`config.mk`:
```
export PLATFORM = sky130hd
export DESIGN_NAME = sipo_deserializer
export DESIGN_NICKNAME = d
export VERILOG_FILES = /design/src/rtl/cam_pkg.sv /design/src/rtl/sipo_out_reg.sv /design/src/rtl/sipo_deserializer.sv
export SDC_FILE = /design/constraint.sdc
export NUM_CORES = 1
export LEC_CHECK = 0
export CORE_ASPECT_RATIO = 0.7
export CORE_MARGIN = 4
export CORE_UTILIZATION = 40
export DETAILED_ROUTE_END_ITERATION = 16
export GPL_ROUTABILITY_DRIVEN = 0
export SYNTH_ARGS = -nofsm -noshare
export SYNTH_HDL_FRONTEND = slang
export SYNTH_SLANG_ARGS = --single-unit
```
`constraint.sdc`:
```
create_clock -name clk -period 2.3 [get_ports clk]
set_input_delay 0.23 -clock clk [delete_from_list [all_inputs] [get_ports clk]]
set_output_delay 0.23 -clock clk [all_outputs]
set_load 0.01 [all_outputs]
```
`src/rtl/cam_pkg.sv`:
```
// Shared constants and helper functions for the CAM input-path deserializer.
package cam_pkg;

   // Bit-order selectors for the MSB_FIRST parameter.
   localparam int ORDER_LSB = 0;
   localparam int ORDER_MSB = 1;

   // Number of beats that make up one full word.
   function automatic int beats_f(input int word_w, input int lanes);
      return (lanes > 0) ? (word_w / lanes) : 1;
   endfunction

   // Width of a counter able to hold 0..BEATS inclusive.
   function automatic int cnt_w_f(input int word_w, input int lanes);
      return $clog2(beats_f(word_w, lanes) + 1);
   endfunction

endpackage

```
`src/rtl/sipo_out_reg.sv`:
```
// Valid/ready holding register for a completed word plus its beat count.
// The upstream side may only load while in_ready is high.
module sipo_out_reg #(
   parameter int PAYLOAD_W = 8
) (
   input  logic                 clk,
   input  logic                 rst,
   input  logic                 clr,
   input  logic                 load,
   input  logic [PAYLOAD_W-1:0] load_data,
   input  logic                 out_ready,
   output logic                 in_ready,
   output logic                 out_valid,
   output logic [PAYLOAD_W-1:0] out_payload
);

   logic                 valid_q, valid_d;
   logic [PAYLOAD_W-1:0] payload_q, payload_d;

   // Room for a new word when nothing is pending or the pending word leaves now.
   assign in_ready    = !valid_q || out_ready;
   assign out_valid   = valid_q;
   assign out_payload = payload_q;

   // Next-state: clear wins, then a new word, then consumption of the held word.
   always_comb begin
      // NOTE: every output of a combinational block gets a default first, so no path leaves it unassigned and no latch is inferred.
      valid_d   = valid_q;
      payload_d = payload_q;
      if (clr) begin
         valid_d = 1'b0;
      end else if (load) begin
         valid_d   = 1'b1;
         payload_d = load_data;
      end else if (out_ready) begin
         valid_d = 1'b0;
      end
   end

   // State register.
   always_ff @(posedge clk or posedge rst) begin
      if (rst) begin
         valid_q   <= 1'b0;
         payload_q <= '0;
      end else begin
         // NOTE: sequential state is updated with non-blocking assignments so all registers sample the same pre-edge values.
         valid_q   <= valid_d;
         payload_q <= payload_d;
      end
   end

endmodule

```
`src/rtl/sipo_deserializer.sv`:
```
// Serial-to-parallel deserializer: packs LANES-bit beats into a WORD_W-bit
// word in either bit order, supports short words via in_last, and presents
// completed words through a valid/ready holding register.
module sipo_deserializer
   import cam_pkg::*;
#(
   parameter int WORD_W    = 32,
   parameter int LANES     = 1,
   parameter int MSB_FIRST = ORDER_MSB
) (
   input  logic                               clk,
   input  logic                               rst,
   input  logic                               clr,
   input  logic                               in_valid,
   output logic                               in_ready,
   input  logic [LANES-1:0]                   in_data,
   input  logic                               in_last,
   output logic                               out_valid,
   input  logic                               out_ready,
   output logic [WORD_W-1:0]                  out_data,
   output logic [cnt_w_f(WORD_W, LANES)-1:0]  out_beats
);

   localparam int BEATS = beats_f(WORD_W, LANES);
   localparam int CNT_W = cnt_w_f(WORD_W, LANES);

   // Refuse to build with a word that is not a whole number of beats.
   if (LANES < 1 || (WORD_W % LANES) != 0) begin : g_bad_cfg
      $error("sipo_deserializer: WORD_W must be a positive multiple of LANES");
   end

   logic [WORD_W-1:0] buf_q, buf_d, buf_upd;
   logic [CNT_W-1:0]  cnt_q, cnt_d;
   logic              accept, complete;
   logic [WORD_W+CNT_W-1:0] out_payload;

   // A beat presented during clear is dropped.
   assign accept   = in_valid && in_ready && !clr;
   assign complete = accept && ((cnt_q == CNT_W'(BEATS - 1)) || in_last);

   // Buffer contents with the current beat merged into its lane slot.
   always_comb begin
      buf_upd = buf_q;
      for (int b = 0; b < BEATS; b++) begin
         if (cnt_q == CNT_W'(b)) begin
            if (MSB_FIRST == ORDER_MSB) begin
               buf_upd[WORD_W-1-b*LANES -: LANES] = in_data;
            end else begin
               buf_upd[b*LANES +: LANES] = in_data;
            end
         end
      end
   end

   // Assembly next-state: a completed word hands off and restarts from empty.
   always_comb begin
      buf_d = buf_q;
      cnt_d = cnt_q;
      if (clr || complete) begin
         buf_d = '0;
         cnt_d = '0;
      end else if (accept) begin
         buf_d = buf_upd;
         cnt_d = cnt_q + CNT_W'(1);
      end
   end

   // Assembly registers.
   always_ff @(posedge clk or posedge rst) begin
      if (rst) begin
         // NOTE: the assembly buffer is reset because short words rely on unwritten lanes reading zero.
         buf_q <= '0;
         cnt_q <= '0;
      end else begin
         buf_q <= buf_d;
         cnt_q <= cnt_d;
      end
   end

   sipo_out_reg #(
      .PAYLOAD_W (WORD_W + CNT_W)
   ) u_out_reg (
      .clk         (clk),
      .rst         (rst),
      .clr         (clr),
      .load        (complete),
      .load_data   ({buf_upd, cnt_q + CNT_W'(1)}),
      .out_ready   (out_ready),
      .in_ready    (in_ready),
      .out_valid   (out_valid),
      .out_payload (out_payload)
   );

   assign out_data  = out_payload[WORD_W+CNT_W-1:CNT_W];
   assign out_beats = out_payload[CNT_W-1:0];

endmodule

```
== Yosys cells after proc, flatten, opt, wreduce, memory -nomap -nowiden ==
Index checks and enable logic that the tools add are counted.
Widths: inputs -> output; s select.
Word-level totals
  register bits: 77
Operators by class
  add/sub/neg operators: 1
  eq/ne operators: 31
  multiplexer cells: 39
  bitwise operators: 1
  reduce and logical (&&, ||, !) cells: 12
Operators with widths (number)
  $eq 6x5->1 const B: 16
  $mux 32: 2
  $eq 6x4->1 const B: 8
  $mux 1: 34
  $eq 6x3->1 const B: 4
  $eq 6x2->1 const B: 2
  $mux 6: 2
  $add 6x1->6 const B: 1
  $eq 6x1->1 const B: 1
  $logic_not 6->1: 1
  $logic_and 1x1->1: 3
  $logic_or 1x1->1: 3
  $reduce_bool 3->1: 1
  $logic_not 1->1: 2
  $mux 2: 1
  $reduce_and 2->1: 1
  $reduce_bool 2->1: 1
  $not 1->1: 1

== Depth between registers and ports, before layout ==
  depth after elaboration: 7
  gate-level depth with buffers: 7

== Cells and area by module ==
Synthesis repeated with hierarchy kept, for this count alone.
Second synthesis, totals
  cells, all modules: 324
  area, all modules: 3946.3 um^2
Modules (own cells, without submodules)
  sipo_deserializer: instances 1, cells each 238, area an instance 2376.0 um^2, seq. area each 950.9 um^2
  sipo_out_reg: instances 1, cells each 86, area an instance 1570.3 um^2, seq. area each 975.9 um^2

== Worst setup path before layout ==
No wires, ideal clock.
  path type: reg2reg
  start point: reg u_out_reg.valid_q (netlist: u_out_reg.out_valid)
  end point: reg u_out_reg.payload_q[1] (netlist: u_out_reg.out_payload[1])
  setup time: 0.125 ns
  arrival: 1.776 ns
  data required time: 2.175 ns
  slack: 0.399 ns
  cell stages (with the launch flop): 8
  period minus slack after synthesis: 1.901 ns
  cells stage by stage: dfrtp_1 nor2b_1 inv_1 nand2b_1 or2_1 buf_4 buf_6 mux2_2
On the way
  cells in the longest elaborated chain, start to end: 6
RTL lines
  start: declaration: RTL line sipo_out_reg.sv:17  | logic valid_q, valid_d;
  start signal: assignment: RTL line sipo_out_reg.sv:47  | valid_q <= valid_d;
  $logic_not 1->1: RTL line sipo_out_reg.sv:21  | assign in_ready = !valid_q || out_ready;
  $logic_or 1x1->1: RTL line sipo_out_reg.sv:21
  via in_ready: RTL line sipo_deserializer.sv:15  | output logic in_ready,
  $logic_and 1x1->1 (2 in series): RTL line sipo_deserializer.sv:38  | assign accept = in_valid && in_ready && !clr;
  $logic_and 1x1->1: RTL line sipo_deserializer.sv:39  | assign complete = accept && ((cnt_q == CNT_W'(BEATS - 1)) || in_last);
  $reduce_and 2->1 (no source line)
  end signal: assignment: RTL line sipo_out_reg.sv:48  | payload_q <= payload_d;
  end: declaration: RTL line sipo_out_reg.sv:18  | logic [PAYLOAD_W-1:0] payload_q, payload_d;
The timed path passes the listed nets, and every way through them passes these cells.
A chain may end at the register's enable or synchronous reset.

== Worst setup path in the final report ==
  start point: reg cnt_q[0]
  end point: reg u_out_reg.payload_q[10] (netlist: u_out_reg.out_payload[10])
On the way
  cells in the longest elaborated chain, start to end: 4
  elaborated cells on any way between the ends: 6
RTL lines
  start: declaration: RTL line sipo_deserializer.sv:33  | logic [CNT_W-1:0] cnt_q, cnt_d;
  start signal: assignment: RTL line sipo_deserializer.sv:76  | cnt_q <= cnt_d;
  $eq 6x5->1: RTL line sipo_deserializer.sv:39
  $logic_or 1x1->1: RTL line sipo_deserializer.sv:39
  $logic_and 1x1->1: RTL line sipo_deserializer.sv:39
  $reduce_and 2->1 (no source line)
Several ways; a longest one is shown, not always the timed one.

==> results.md <==
- Status: complete, no violations
- Post-CTS Setup Bufs: 0
- Final Non-Filler Cells: 551
- # DRC: 0
- Sequential share of the synthesized area: roughly half
- Startpoint Class: flip-flop
- CTS tree: yes
- Final hold viol count: 0
- CP Max Fanout: 10
- Total Neg Setup Slack: 0 ns
- Initial antenna violation count: 0
- # fillers: 840
- Skew final: 0.00553 ns
- Die height: slightly below 90 um
- Rel. slew slack: 57.1%
- Final setup fails: 0
- Horiz. Die Dim: 124 um
- P_leak: 2.17 nW
- Synthesized area per cell: 10.5 um^2
- Worst-Margin Slew: 0.643 ns
- I/O Pins: 47
- Worst-path clk slew: about 0.060 ns
- Hold Slack: 0.303 ns
- #FFs+latches synth: 77
- Routed wire length: just over 9000 um
- N_diodes: 0
- Pin count of the biggest net entering global routing: 39
- Final Critical Period: 2.15 ns
- Initial Util: between 40% and 50%
- Syn nets: 371
- # resized after CTS: 0
- Core area: 9140 um^2
- Layout cells sized above 1: 21.8%
- Port buffer count: 46
- DRT Pass-1 Iters: 5
- RSZ-0062 raised after global routing: no
- Reg2Reg Setup Slack: 0.15 ns
- Final Core Density: 53.1%
- Worst Path Buf+Inv: 0
- Die Area: 11100 um^2
- Number of CTS-inserted buffers: 9
- Cells after Synth: 360
- Antenna-violating nets left: 0
- Cell area after synthesis: 3790 um^2
- Placed cell count: roughly 540
- Drt initial violations: 164
- Clock Sinks: 77
- H-tree Lvls: 3
- Yosys cell types: 37
- Syn. warnings: 0
- Crit path cell chain: ha_1 -> nor3b_1 -> nand3_1 -> mux2_2 -> mux2_2
- Max_cap viols: 0
- Synth-to-Final Area Change: 28.2%
- Worst VDD drop: 0.389 mV
- Main flop type after synthesis: dfrtp_1
- Total GRT Usage: 17.2%
- CP delay by family, top: simple AND/OR/NAND/NOR gates
- Hold Buf Count CTS: 0
- # rows: 29
- Commonest non-fill, non-tap cell in the layout: dfrtp_1
- Worst path max stage delay: 0.46 ns
- Worst path required time: 2.52 ns
- PwrDens: 610 nW/um^2
- EDFF count, synth: 0
- Vias/cell: 5.25
- Pins over their slew limit: 0
- Hold Crit Class: in -> async
- Vias in the first global route: between 2k and 3k
- WL/cell: 16.5 um
- Insertion delay to the later sink of the worst-skew pair: 0.34 ns
- Fmax: 465 MHz
- Congestion Overflow GR: 0
- Via count: between 2k and 3k
- Setup Crit Path Kind: reg -> reg
- Crit path DAT: 2.37 ns
- Hpwl dp: 6180 um
- Critical path's slowest cell: ha_1
- Fraction of registers with async set/reset: between 90% and 100%
- Nets: 433
- Crit path top cell by count: mux2_2
- Critical path endpoint category: flip-flop
- First-pass GRT wire length: 15200 um
- Tcrit/Tclk final: between 90% and 100%
- Most frequent cells in the layout: dfrtp_1, clkdlybuf4s50_1, mux2_2, o21ai_0, inv_1
- CTS Buffer Depth: 2
- Root Buffer: clkbuf_16
stage by stage:
stage	total power [mW]	instance area, um^2	setup slack, ns
global placement	1.66	4590	0.223
CTS	2.99	4860	0.160
floorplan	1.54	3790	0.103
detailed placement	1.67	4590	0.127
global route	3.07	4860	0.0107
finish	2.97	4860	0.151
cell usage after synthesis, drive strengths merged (6+ instances only):
master / n / area [um^2]
dfrtp: 77 / 1930
mux2: 43 / 484
o21ai: 34 / 170
inv: 32 / 120
a21oi: 31 / 159
nand2: 31 / 119
o22ai: 28 / 175
buf: 14 / 81.3
mux2i: 12 / 120
clkbuf: 11 / 41.3
nand3: 6 / 30.0
where the power goes:
part | total (mW) | switching [mW] | internal, mW | leakage (nW)
sequential | 1.38 | 0.0108 | 1.37 | 1.07
clock | 1.32 | 0.533 | 0.790 | 0.134
combinational | 0.260 | 0.145 | 0.114 | 0.967
total | 2.97 | 0.689 | 2.28 | 2.17
path summary, 6_finish.rpt:
kind | start | endpoint | cells after the start
setup / recovery | cnt_q[0]$_DFFE_PP0P_ | u_out_reg.out_payload[10]$_DFFE_PP0P_ | 5
hold / removal | rst | u_out_reg.out_payload[30]$_DFFE_PP0P_ | 2
setup reg to reg | cnt_q[0]$_DFFE_PP0P_ | u_out_reg.out_payload[10]$_DFFE_PP0P_ | 5
hold reg to reg | buf_q[0]$_DFFE_PP0P_ | buf_q[0]$_DFFE_PP0P_ | 1
max in group asynchronous | rst | u_out_reg.out_payload[21]$_DFFE_PP0P_ | 3
min in group clk | buf_q[0]$_DFFE_PP0P_ | buf_q[0]$_DFFE_PP0P_ | 1
area by class of cell:
cell class / count / area [um^2] / share of cell area [%]
Clock buffer: 15 / 268 / 5.51
Clock inverter: 1 / 5.00 / 0.103
Inverter: 32 / 120 / 2.47
Multi-Input combinational cell: 226 / 1620 / 33.4
Sequential cell: 77 / 1930 / 39.6
Tap cell: 124 / 155 / 3.19
Timing Repair Buffer: 76 / 761 / 15.7
flip-flops by register name, summed over array words and instances (netlist names):
register,cells
cnt_q,6
buf_q,32
u_out_reg.out_payload,38
u_out_reg.out_valid,1
per-layer routing:
metal / share of wire, % / wire [um] / GRT usage, %
met1: 49 / 4450 / 23.8
met2: 45 / 4060 / 27.5
met3: 5.1 / 466 / 4.18
met4: 1.1 / 97 / 4.28
met5: 0 / 0 / 0
kinds of logic after synthesis:
| group | share of synthesized area [%] |
|---|---|
| buf+inv | 6.40 |
| mux | 15.9 |
| compound gates | 16.9 |
| flops | 50.8 |
| fa+ha+maj | 1.32 |
| xor+xnor | 0.925 |
| simple gates | 7.63 |
worst register-to-register path: stages (launching register included):
cell	delay (ns)
dfrtp_1	0.44
ha_1	0.46
nor3b_1	0.40
nand3_1	0.18
mux2_2	0.30
mux2_2	0.26
Power figures use the tool's default switching activity.
